--- src/rtl/div_seq.sv ---
// div_seq: iterative 32-bit signed/unsigned restoring divider for MIPS DIV/DIVU.
// One 33-bit subtracting adder is reused over 32 iterations, then a FIX cycle
// applies sign correction and the {rem, quot} pair is held until res_ready.
// Optional build macro: DIV_ZERO_FAST_EN -- when defined, a zero divisor skips
// the iteration loop and goes straight from IDLE to FIX.
module div_seq #(
    parameter int WIDTH = 32
) (
    input  logic             clk,
    input  logic             rst,
    input  logic             div_valid,
    output logic             div_ready,
    input  logic             div_signed,
    input  logic [WIDTH-1:0] div_a,
    input  logic [WIDTH-1:0] div_b,
    input  logic             cancel,
    output logic             busy,
    output logic             res_valid,
    input  logic             res_ready,
    output logic [WIDTH-1:0] res_quot,
    output logic [WIDTH-1:0] res_rem
);

    localparam int CNT_W = $clog2(WIDTH);

    typedef enum logic [1:0] {
        IDLE = 2'd0,
        CALC = 2'd1,
        FIX  = 2'd2,
        DONE = 2'd3
    } state_t;

    // Two's complement negate when neg is set; 0x80000000 maps to itself.
    function automatic logic [WIDTH-1:0] neg_if(input logic [WIDTH-1:0] x, input logic neg);
        logic signed [WIDTH-1:0] sx;
        sx = $signed(x);
        return neg ? WIDTH'(-sx) : x;
    endfunction

    state_t           state_q, state_d;
    logic [CNT_W-1:0] cnt_q, cnt_d;
    logic             busy_q, busy_d;
    logic             res_valid_q, res_valid_d;
    logic [WIDTH-1:0] quot_q, quot_d;
    logic [WIDTH-1:0] rem_q, rem_d;
    logic             sa_q, sa_d;
    logic             sb_q, sb_d;
    logic [WIDTH-1:0] b_q, b_d;
    logic [WIDTH-1:0] r_q, r_d;
    logic [WIDTH-1:0] q_q, q_d;

    logic [WIDTH:0]   trial;
    logic [WIDTH:0]   diff;
    logic             carry;
    logic             unused_diff_msb;

    // Shared subtracting adder: trial - {0,|b|} as trial + ~{0,|b|} + 1.
    // The partial remainder stays below |b|, so it fits in WIDTH bits and the
    // difference MSB is always zero when it is kept.
    always_comb begin
        trial = {r_q, q_q[WIDTH-1]};
        {carry, diff} = {1'b0, trial} + {1'b0, ~{1'b0, b_q}} + {{(WIDTH+1){1'b0}}, 1'b1};
    end
    assign unused_diff_msb = diff[WIDTH];

    // Next-state and datapath update for the divide sequence.
    always_comb begin
        state_d     = state_q;
        cnt_d       = cnt_q;
        quot_d      = quot_q;
        rem_d       = rem_q;
        sa_d        = sa_q;
        sb_d        = sb_q;
        b_d         = b_q;
        r_d         = r_q;
        q_d         = q_q;

        case (state_q)
            IDLE: begin
                if (div_valid) begin
                    sa_d    = div_signed & div_a[WIDTH-1];
                    sb_d    = div_signed & div_b[WIDTH-1];
                    b_d     = neg_if(div_b, div_signed & div_b[WIDTH-1]);
                    r_d     = '0;
                    q_d     = neg_if(div_a, div_signed & div_a[WIDTH-1]);
                    cnt_d   = '0;
                    state_d = CALC;
`ifdef DIV_ZERO_FAST_EN
                    // Zero divisor: every iteration would succeed, so load the
                    // final Q/R directly and skip the loop.
                    if (div_b == '0) begin
                        q_d     = '1;
                        r_d     = neg_if(div_a, div_signed & div_a[WIDTH-1]);
                        state_d = FIX;
                    end
`endif
                end
            end
            CALC: begin
                if (carry) begin
                    r_d = diff[WIDTH-1:0];
                    q_d = {q_q[WIDTH-2:0], 1'b1};
                end else begin
                    r_d = trial[WIDTH-1:0];
                    q_d = {q_q[WIDTH-2:0], 1'b0};
                end
                cnt_d = cnt_q + CNT_W'(1);
                if (cnt_q == CNT_W'(WIDTH - 1)) begin
                    state_d = FIX;
                end
            end
            FIX: begin
                quot_d  = neg_if(q_q, sa_q ^ sb_q);
                rem_d   = neg_if(r_q, sa_q);
                state_d = DONE;
            end
            DONE: begin
                if (res_ready) begin
                    state_d = IDLE;
                end
            end
            default: state_d = IDLE;
        endcase

        // Flush wins over accept and result handshake alike.
        if (cancel) begin
            state_d = IDLE;
            quot_d  = '0;
            rem_d   = '0;
        end

        busy_d      = (state_d != IDLE);
        res_valid_d = (state_d == DONE);
    end

    // Control and result registers with synchronous reset.
    always_ff @(posedge clk) begin
        if (rst) begin
            state_q     <= IDLE;
            cnt_q       <= '0;
            busy_q      <= 1'b0;
            res_valid_q <= 1'b0;
            quot_q      <= '0;
            rem_q       <= '0;
        end else begin
            state_q     <= state_d;
            cnt_q       <= cnt_d;
            busy_q      <= busy_d;
            res_valid_q <= res_valid_d;
            quot_q      <= quot_d;
            rem_q       <= rem_d;
        end
    end

    // Iteration datapath; always reloaded on accept, so no reset needed.
    always_ff @(posedge clk) begin
        sa_q <= sa_d;
        sb_q <= sb_d;
        b_q  <= b_d;
        r_q  <= r_d;
        q_q  <= q_d;
    end

    assign div_ready = (state_q == IDLE);
    assign busy      = busy_q;
    assign res_valid = res_valid_q;
    assign res_quot  = quot_q;
    assign res_rem   = rem_q;

endmodule

--- config.mk ---
export PLATFORM = sky130hd
export DESIGN_NAME = div_seq
export DESIGN_NICKNAME = d
export VERILOG_FILES = /design/src/rtl/div_seq.sv
export SDC_FILE = /design/constraint.sdc
export NUM_CORES = 1
export LEC_CHECK = 0
export ABC_AREA = 1
export CORE_MARGIN = 4
export CORE_UTILIZATION = 58
export DETAILED_ROUTE_END_ITERATION = 8
export GPL_ROUTABILITY_DRIVEN = 1
export PLACE_DENSITY = 0.82
export SLEW_MARGIN = 5
export SYNTH_ARGS = -nofsm -noshare
export SYNTH_HDL_FRONTEND = slang
export SYNTH_SLANG_ARGS = --single-unit
--- constraint.sdc ---
create_clock -name clk -period 7.1 [get_ports clk]
set_input_delay 1.42 -clock clk [delete_from_list [all_inputs] [get_ports clk]]
set_output_delay 1.42 -clock clk [all_outputs]
set_load 0.02 [all_outputs]
* Word-level counts from Yosys, hierarchy flattened
Index checks and enable logic that the tools add are counted.
** Word-level totals
- Flip-flop bits (word level) :: 171
- Input bits :: 70
- Output and inout port bits :: 67
** Operators by class
- Add/sub/neg operators :: 7
- Equal/unequal tests :: 6
- Mux-type cells :: 17
- Bitwise logic cells :: 4
- Reductions and logical operators :: 6
** Operators with widths (number)
- 32-bit 2-to-1 mux :: 7
- 32-bit negator :: 4
- 32-bit case mux with 2 select lines :: 2
- 33-bit by 33-bit adder with 34-bit output :: 1
- 34-bit by 1-bit adder with 34-bit output, second input constant :: 1
- 32-bit NOT with 33-bit output :: 1
- 5-bit case mux with 2 select lines :: 1
- 2-bit 2-to-1 mux :: 4
- 2-bit case mux with 4 select lines :: 1
- 2-bit == test, second input constant :: 3
- 5-bit by 1-bit adder with 5-bit output, second input constant :: 1
- 5-bit == test, second input constant :: 1
- 5-bit 2-to-1 mux :: 1
- 2-bit AND reduction :: 2
- 2-bit nonzero test :: 2
- 1-bit AND :: 2
- 2-bit by 1-bit == test with 1-bit output, second input constant :: 1
- 2-bit logical NOT :: 1
- 2-bit inequality test, second input constant :: 1
- 2-bit OR reduction :: 1
- 1-bit 2-to-1 mux :: 1
- 1-bit bitwise XOR :: 1

* Logic depth before layout (Yosys ltp)
Gate-level depths: netlist (run 1).
- Depth after elaboration :: 5
- Gate-level depth with buffers :: 16
- Gate-level depth less buffers :: 16

* Worst setup path after synthesis (run 1)
OpenSTA, ideal clock, no wires.
- Kind :: input-to-reg
- Start :: in div_valid
- End :: reg q_q[0], enable pin
- Setup time :: 419 ps
- Arrival :: 5839 ps
- Required time :: 6681 ps
- Slack :: 842 ps
- Stages :: 3
- Cells stage by stage :: nor3b_1 -> nor2_1 -> inv_1
** Between the ends
- Word-level cells in the longest chain between the ends :: 2
** Ends and longest elaborated chain
- from (decl) :: RTL line 11 : input logic div_valid,
- 2-bit inequality test (no source line)
- 2-bit AND reduction (no source line)
- to (signal assigned) :: RTL line 161 : q_q <= q_d;
- to (decl) :: RTL line 50 : logic [WIDTH-1:0] q_q, q_d;
Every way passes these cells.
A chain may end at the register's enable or synchronous reset.

* Worst setup path after layout (run 1)
- Start :: in div_signed
- End :: reg q_q[18] (data pin)
** Between the ends
- Word-level cells in the longest chain between the ends :: 4
** Ends and longest elaborated chain
- from (decl) :: RTL line 13 : input logic div_signed,
- 1-bit AND :: RTL line 85 : q_d = neg_if(div_a, div_signed & div_a[WIDTH-1]);
- 32-bit 2-to-1 mux :: RTL line 37 : return neg ? WIDTH'(-sx) : x;
- 32-bit 2-to-1 mux :: RTL line 80 : if (div_valid) begin
- 32-bit case mux with 2 select lines :: RTL line 78 : case (state_q)
- via q_d[18] :: RTL line 50
The timed path passes the listed nets, and every way through them passes these cells. The select of a mux whose other input is x is not followed.

==> flow_summary.json, run 1 <==
{
  "placed_area_um2": 14100,
  "port_buffers": 136,
  "hold_class": "flip-flop to flip-flop",
  "syn_nets": 2013,
  "slew_viol_final": 0,
  "rr_worst_depth": 12,
  "holdWs_ps": 482,
  "grt_pass1_vias": 11300,
  "dieArea_um2": 24100,
  "max_stage_delay_ps": 700,
  "fp-row-count": 53,
  "path_delay_family": "buffers and inverters",
  "worstPathCellList": "clkdlybuf4s50_1 > nand2_1 > inv_1 > o21ai_0 > o21ai_0 > nand2_1 > nand3_1 > nand2_1",
  "io-pin-count": 137,
  "cts_made_buffers": 17,
  "yosysWarnings": 0,
  "place_congestion": 0.992,
  "avgSynthCellArea_um2": 6.60,
  "drc": 0,
  "cts_tree": "yes",
  "crit_cells": 8,
  "syn_inst": 1904,
  "wl_met3_um": 3580,
  "hold_depth": 2,
  "wl_met1_um": 15600,
  "ir_worst_vdd_v": 0.000154,
  "syn2layout_area_growth_pct": 17.3,
  "ctsResizeCount": 0,
  "clkTransAtPathRegs_ps": 70,
  "worstPathRequired_ps": 7290,
  "cts_hold_buf": 0,
  "cts_num_sinks": 171,
  "cp-end-kind": "flip-flop",
  "seq_area_frac_synth_pct": 35.1,
  "post-route-min-period_ps": 3680,
  "ys_types": 47,
  "rsz0062_at_grt": "false",
  "synth_common_cells": "nand2_1 (590), inv_1 (301), nor2_1 (225)",
  "die_y_um": 155,
  "synth_edf_count": 98,
  "clock_tree.root_cell": "clkbuf_16",
  "cp.arrival_ps": 3870,
  "synthArstFlopShare_pct": 0,
  "viasPerCell": 5.46,
  "htreeDepth": 4,
  "clk_latency_ps": 440,
  "nets": 2128,
  "ys.flop_type": "edfxtp_1",
  "max_slew.worst_pin.slew_ps": 864,
  "yosys.area.top_type": "edfxtp_1",
  "grt_usage_pct": 28.4,
  "route.vias.total": 12600,
  "num_antenna_cells": 0,
  "drive_above_1_share_pct": 3.40,
  "initial_core_util_pct": 59.4,
  "synth_top_area_share_pct": 23.4,
  "max_clock_freq_mhz": 272,
  "critical_path_peak_fanout": 25,
  "synth_area_um2": 12600,
  "die_w_um": 155,
  "drtIter0Drc": 1202,
  "wl_per_cell_um": 15.0,
  "setup_tns_ps": 0,
  "hold_violations": 0,
  "highest_layer": "met4",
  "grt_pass1_wl_um": 55500,
  "cts_setup_buffers": 0,
  "antenna_found_initial": 0,
  "yosysMostFrequentCell": "nand2_1",
  "p_leak_nw": 7.09,
  "path_buf_inv": 2,
  "stdcell_area_um2": 14700,
  "dp_hpwl_um": 26700,
  "critical_path.slowest_cell": "inv_1",
  "grt_max_degree": 90,
  "route.met2.wl_um": 14800,
  "crit_top_cell": "nand2_1",
  "drt_first_pass_iters": 6,
  "ant_nets": 0,
  "cts_buffer_depth": 2,
  "crit_path_start_kind": "input pin",
  "slew_headroom_pct": 42.4,
  "fin_crit_sh_pct": 51.9,
  "routed_wirelength_um": 34700,
  "worst-setup-path-type": "input pin to flip-flop",
  "p_per_area_nw_per_um2": 195,
  "status": "finished, final reports clean",
  "synth_seq_cells": 171,
  "worst_clock_skew_ps": 11.8,
  "coreArea_um2": 21200,
  "setup_violations": 0,
  "drv_cap": 0,
  "grt-ovfl-total": 0,
  "ys_top_cells_by_area": "edfxtp_1 (23%), nand2_1 (18%), dfxtp_1 (12%)"
}
-- metal layers --
| metal | global-route usage, % | vias up |
|---|---|---|
| li1 | - | 6276 |
| met1 | 42.2 | 5625 |
| met2 | 43.1 | 637 |
| met3 | 4.59 | 65 |
| met4 | 7.91 | 0 |
| met5 | 0 | - |
-- layout by cell type, fill, tap and decap left out, types with 24 or more instances in the layout --
| cell | netlist | final |
|---|---|---|
| dfxtp_1 | 73 | 73 |
| a21oi_1 | 65 | 65 |
| o21ai_0 | 107 | 107 |
| xor2_1 | 75 | 75 |
| nand2_1 | 590 | 590 |
| nor2_1 | 225 | 223 |
| edfxtp_1 | 98 | 98 |
| clkdlybuf4s50_1 | 0 | 136 |
| inv_1 | 301 | 300 |
| nand4_1 | 24 | 24 |
| ha_1 | 38 | 38 |
| nand3_1 | 134 | 134 |
-- registers in the layout, indices dropped and copies added, names as in the netlist --
name / cells
busy: 1
res_valid: 1
cnt_q: 5
res_quot: 32
state_q: 2
b_q: 32
sa_q: 1
q_q: 32
res_rem: 32
sb_q: 1
r_q: 32
-- path summary, 6_finish.rpt --
kind | startpoint | endpoint | slack [ps]
worst min-delay path | cnt_q[4]$_SDFFE_PP0P_ | cnt_q[4]$_SDFFE_PP0P_ | 480
worst max-delay path | div_signed | q_q[18]$_DFFE_PP_ | 3420
worst min register to register | cnt_q[4]$_SDFFE_PP0P_ | cnt_q[4]$_SDFFE_PP0P_ | 480
worst max register to register | r_q[23]$_SDFFCE_PN0P_ | r_q[0]$_SDFFCE_PN0P_ | 4050
-- stage by stage --
step	instances	setup slack [ps]	power, mW	util (%)
final	2307	3420	2.87	69.6
after global placement	2275	3040	1.88	66.8
after CTS	2307	3500	2.85	69.6
after detailed placement	2275	3070	1.90	66.8
after floorplan	1904	842	1.68	-
after global routing	2307	3200	3.01	69.6
-- report_power, final --
part           internal [mW]  leakage [nW]  switching [mW]
sequential              1.12          1.56          0.0752
combinational          0.242          5.22           0.459
clock                  0.553         0.305           0.415
total                   1.92          7.09           0.949
-- logic make-up after synthesis --
logic type	Yosys count	share of synthesized area [%]
AO/OA/AOI/OAI	218	9.71
buffers and inverters	350	10.7
XOR/XNOR	91	6.35
adder cells (fa/ha/maj)	39	3.95
flip-flops	171	35.1
AND/OR/NAND/NOR	1035	34.2
-- area by class of cell --
type / instances / area, µm²
clock inverter: 9 / 95.1
timing repair buffer: 142 / 1410
clock buffer: 23 / 512
fill: 1829 / 6430
tap: 275 / 344
multi-input combinational: 1383 / 6830
sequential: 171 / 4400
inverter: 304 / 1140
-- worst register-to-register path, stage by stage, from the launching register on --
cell	delay, ps
edfxtp_1	530
ha_1	440
nand2_1	170
inv_1	50
nand2_1	60
nand2_1	80
a21oi_2	190
nor2_2	70
nor2_4	140
nand2_4	160
nor2_4	620
nand2_1	270
nand2_1	140
Note: power is estimated with default switching activity, not from simulation.
==> run 2, diff against run 1 <==
==> constraint.sdc (replaced) <==
create_clock -name clk -period 3.58 [get_ports clk]
set_input_delay 0.716 -clock clk [delete_from_list [all_inputs] [get_ports clk]]
set_output_delay 0.716 -clock clk [all_outputs]
set_load 0.02 [all_outputs]
==> run 2 against run 1 <==
  * Worst hold slack got worse by 8.7 ps
  * Cell area is 0.16% higher
  * Sequential cell count unchanged
  * Worst setup slack got worse by 2500 ps
  * Clock skew is 4.0 ps higher
  * Clock power increased by 92%
  * Register-to-register slack worse by 3200 ps
  * First-iteration DRC count down 4.2%
  * Sequential share of layout area hardly changed
  * Via count shrank 2.3%
  * Global-route usage hardly changed
  * Die area unchanged
==> flow_summary.json, run 2 (synthesized netlist as in run 1, its figures left out) <==
{
  "fin_crit_sh_pct": 75.6,
  "slew_headroom_pct": 52.4,
  "setup_tns_ps": 0,
  "slew_viol_final": 0,
  "num_antenna_cells": 0,
  "placed_area_um2": 14200,
  "port_buffers": 136,
  "switching_share_pct": 34.4,
  "viasPerCell": 5.33,
  "hold_depth": 2,
  "syn2layout_area_growth_pct": 17.5,
  "htreeDepth": 4,
  "rsz0062_at_grt": "false",
  "switchingPower_mw": 1.93,
  "status": "finished, final reports clean",
  "drt_first_pass_iters": 6,
  "critical_path_peak_fanout": 4,
  "die_y_um": 155,
  "drive_above_1_share_pct": 3.54,
  "hold_violations": 0,
  "grt_usage_pct": 28.4,
  "instances_no_fill": 2311,
  "cts_hold_buf": 0,
  "die_w_um": 155,
  "cp-end-kind": "flip-flop",
  "wl_per_cell_um": 15.0,
  "worst-setup-path-type": "flip-flop to flip-flop",
  "fp-row-count": 53,
  "max_slew.worst_pin.slew_ps": 712,
  "cell_internal_pwr_mw": 3.69,
  "drv_cap": 0,
  "initial_core_util_pct": 59.4,
  "p_per_area_nw_per_um2": 381,
  "worst_clock_skew_ps": 15.8,
  "cp.arrival_ps": 2910,
  "cts_buffer_depth": 2,
  "post-route-min-period_ps": 2710,
  "io-pin-count": 137,
  "ctsResizeCount": 0,
  "cts_tree": "yes",
  "setup_violations": 0,
  "clk_latency_ps": 440,
  "coreArea_um2": 21200,
  "final_common_cell": "nand2_1",
  "cts_made_buffers": 17,
  "p_clk_share_pct": 33.0,
  "fin_util_pct": 69.7,
  "ant_nets": 0,
  "layout_common_cells": "nand2_1 (590), inv_1 (300), nor2_1 (223)",
  "nets": 2132,
  "dp_cells": 2279,
  "antenna_found_initial": 0,
  "combPwrFrac_pct": 24.8,
  "ir_worst_vdd_v": 0.000330,
  "clkTransAtPathRegs_ps": 70,
  "grt-ovfl-total": 0,
  "place_congestion": 0.941,
  "crit_path_start_kind": "flip-flop",
  "cts_setup_buffers": 0,
  "dieArea_um2": 24100,
  "routed_wirelength_um": 34700,
  "p_leak_nw": 7.09,
  "max_clock_freq_mhz": 370,
  "route.vias.total": 12300,
  "total_power_mw": 5.63,
  "hold_class": "flip-flop to flip-flop",
  "cts_num_sinks": 171,
  "worst_slack_ps": 874,
  "grt_pass1_vias": 11200,
  "drc": 0,
  "stdcell_area_um2": 14800,
  "holdWs_ps": 473,
  "worstPathRequired_ps": 3780,
  "grt_pass1_wl_um": 55200,
  "dpl_worst_slack_ps": 595,
  "dp_hpwl_um": 27200,
  "grt_max_degree": 92,
  "clock_tree.root_cell": "clkbuf_16",
  "rr_worst_depth": 16,
  "drtIter0Drc": 1151,
  "power_frac_seq_pct": 42.2
}
==> run 2: routing by layer <==
metal  up-vias  global-route usage (%)  routed length [µm]
li1       6284                       -                   -
met1      5492                    43.6               16400
met2       501                    42.0               14500
met3        31                    4.37                3260
met4         0                    6.81                 495
met5         -                       0                   0
==> run 2: final timing paths <==
check                         from                    end  slack (ps)
max              q_q[31]$_DFFE_PP_  r_q[28]$_SDFFCE_PN0P_         870
min          cnt_q[4]$_SDFFE_PP0P_  cnt_q[4]$_SDFFE_PP0P_         470
max reg2reg      q_q[31]$_DFFE_PP_  r_q[28]$_SDFFCE_PN0P_         870
min reg2reg  cnt_q[4]$_SDFFE_PP0P_  cnt_q[4]$_SDFFE_PP0P_         470
==> run 2: power by group through the flow <==
stage | clock, mW | combinational (mW) | sequential, mW
final | 1.86 | 1.39 | 2.38
after global routing | 1.96 | 1.57 | 2.39
after CTS | 1.87 | 1.37 | 2.37
after detailed placement | 0 | 1.36 | 2.41
after global placement | 0 | 1.35 | 2.40
after floorplan | 0 | 0.989 | 2.35
==> run 2: critical path, cell delays in order (launching register included) <==
cell and delay, ps:
edfxtp_1 420, inv_1 210, ha_1 180, inv_1 80, fa_1 460, nand3_1 120, nand3_1 170, nand2_1 100
nand2_1 120, nand2_1 80, nand2_1 100, nand2_1 140, nand2_1 70, nand2_1 60, nand2_1 50, nand3_1 60
nand2_1 50
==> run 2: layout make-up <==
class	instances	area, µm²
Fill cell	1905	6400
Timing Repair Buffer	146	1460
Inverter	304	1140
Sequential cell	171	4400
Clock inverter	13	133
Tap cell	275	344
Multi-Input combinational cell	1383	6830
Clock buffer	19	433
==> run 3, diff against run 2 <==
==> constraint.sdc (replaced) <==
create_clock -name clk -period 2.82 [get_ports clk]
set_input_delay 0.564 -clock clk [delete_from_list [all_inputs] [get_ports clk]]
set_output_delay 0.564 -clock clk [all_outputs]
set_load 0.02 [all_outputs]
==> run 3 against run 2 <==
  * Worst setup slack worse by 570 ps
  * Sequential power up 26%
  * Sequential share of layout area down 0.47 points
  * Register-to-register slack worse by 570 ps
  * Via count up 2.5%
  * Total power up 29%
  * Cell count up 1.2%
  * Non-clock buffer count up 27
  * Sequential cell count unchanged
  * Critical path depth down 7
  * Global-route usage up 0.96 points
  * Utilization up 1.1 points
  * Critical path type unchanged
==> flow_summary.json, run 3 (synthesized netlist as in run 1, its figures left out) <==
{
  "die_w_um": 155,
  "num_antenna_cells": 0,
  "routed_wirelength_um": 35600,
  "drc": 0,
  "cp-end-kind": "flip-flop",
  "critical_path_peak_fanout": 19,
  "nets": 2159,
  "grt-ovfl-total": 0,
  "cp.arrival_ps": 2820,
  "setup_violations": 0,
  "dieArea_um2": 24100,
  "worst_clock_skew_ps": 21.1,
  "htreeDepth": 4,
  "r2r_setup_slack_ps": 310,
  "clk_latency_ps": 450,
  "clock_tree.root_cell": "clkbuf_16",
  "path_buf_inv": 0,
  "initial_core_util_pct": 59.4,
  "ant_nets": 0,
  "cts_buffer_depth": 2,
  "status": "finished, final reports clean",
  "antenna_found_initial": 0,
  "worstPathCellList": "ha_1 > nand2_1 > nor2_2 > nand2_1 > nor2_4 > nand2_4 > a21oi_4 > nand2_1 > nand2_1",
  "cts_num_sinks": 171,
  "r2r_start": "r_q[20]$_SDFFCE_PN0P_",
  "total_power_mw": 7.23,
  "grt_pass1_vias": 11500,
  "r2r_end": "r_q[5]$_SDFFCE_PN0P_",
  "fin_crit_sh_pct": 89.1,
  "fp-row-count": 53,
  "worstPathRequired_ps": 3130,
  "grt_usage_pct": 29.4,
  "hold_class": "flip-flop to flip-flop",
  "rr_worst_depth": 9,
  "crit_path_start_kind": "flip-flop",
  "critical_path.slowest_cell": "edfxtp_1",
  "dp_cells": 2306,
  "die_y_um": 155,
  "p_leak_nw": 7.24,
  "layout_common_cells": "nand2_1 (590), inv_1 (300), nor2_1 (222)",
  "worst-setup-path-type": "flip-flop to flip-flop",
  "coreArea_um2": 21200,
  "crit_cells": 9,
  "ctsResizeCount": 0,
  "max_slew.worst_pin.slew_ps": 707,
  "viasPerCell": 5.40,
  "slew_viol_final": 0,
  "rsz0062_at_grt": "false",
  "instances_no_fill": 2338,
  "hp-start": "cnt_q[4]$_SDFFE_PP0P_",
  "drv_cap": 0,
  "route.vias.total": 12600,
  "grt_pass1_wl_um": 57200,
  "drive_above_1_share_pct": 4.90,
  "max_clock_freq_mhz": 398,
  "clkTransAtPathRegs_ps": 70,
  "syn2layout_area_growth_pct": 19.3,
  "cts_made_buffers": 17,
  "hold_depth": 2,
  "wl_per_cell_um": 15.2,
  "cts_hold_buf": 0,
  "post-route-min-period_ps": 2510,
  "min_to": "cnt_q[4]$_SDFFE_PP0P_",
  "cts_tree": "yes",
  "final_common_cell": "nand2_1",
  "grt_max_degree": 78,
  "dp_hpwl_um": 27900,
  "max_stage_delay_ps": 530,
  "place_congestion": 0.947,
  "cts_setup_buffers": 0,
  "hold_violations": 0,
  "path_delay_family": "simple AND/OR/NAND/NOR gates",
  "setup_tns_ps": 0,
  "port_buffers": 136,
  "crit_top_cell": "nand2_1",
  "fill_cells": 1848,
  "io-pin-count": 137,
  "p_per_area_nw_per_um2": 483,
  "drt_first_pass_iters": 8,
  "slew_headroom_pct": 52.8,
  "ir_worst_vdd_v": 0.000406,
  "drtIter0Drc": 1332
}
==> run 3: worst max path at each step <==
stage / start / endpoint / slack, ps
after floorplan: div_valid / q_q[0]$_DFFE_PP_ / 40
after global placement: div_b[0] / b_q[30]$_DFFE_PP_ / 210
after detailed placement: div_b[1] / b_q[30]$_DFFE_PP_ / 160
after CTS: q_q[31]$_DFFE_PP_ / r_q[30]$_SDFFCE_PN0P_ / 330
after global routing: r_q[8]$_SDFFCE_PN0P_ / r_q[14]$_SDFFCE_PN0P_ / 130
final: r_q[20]$_SDFFCE_PN0P_ / r_q[5]$_SDFFCE_PN0P_ / 310
==> run 3: area by class of cell <==
cell class | count | area (µm²) | area share, %
Clock buffer | 19 | 454 | 3.03
Clock inverter | 13 | 124 | 0.827
Inverter | 304 | 1140 | 7.64
Multi-Input combinational cell | 1383 | 6840 | 45.6
Sequential cell | 171 | 4400 | 29.4
Tap cell | 275 | 344 | 2.30
Timing Repair Buffer | 173 | 1680 | 11.2
==> run 3: worst register-to-register path: stages, from the launching register on <==
cell and delay [ps]:
edfxtp_1 530, ha_1 470, nand2_1 140, nor2_2 180
nand2_1 160, nor2_4 150, nand2_4 80, a21oi_4 440
nand2_1 150, nand2_1 80
==> run 3: power by group <==
group / switching, mW / internal (mW) / leakage, nW
logic: 1.21 / 0.663 / 5.39
registers: 0.165 / 2.83 / 1.56
clock network: 1.15 / 1.22 / 0.288
total: 2.52 / 4.71 / 7.24
==> run 3: routing by layer <==
| layer | global-route usage [%] | share of wire [%] | vias to the layer above |
|---|---|---|---|
| met5 | 0 | 0 | - |
| met4 | 7.91 | 1.9 | 0 |
| met3 | 4.51 | 10 | 52 |
| met2 | 42.8 | 41 | 559 |
| met1 | 45.2 | 47 | 5656 |
| li1 | - | - | 6350 |
==> run 3: metrics by stage <==
stage / hold WS (ps) / utilization [%] / worst slack, ps / cell area, µm²
4_1_cts: 489 / 70.8 / 327 / 15000
6_report: 486 / 70.8 / 308 / 15000
3_5_place_dp: 479 / 68.1 / 159 / 14400
3_3_place_gp: 451 / 68.1 / 212 / 14400
2_1_floorplan: 445 / - / 38.2 / 12600
5_1_grt: 511 / 70.8 / 125 / 15000
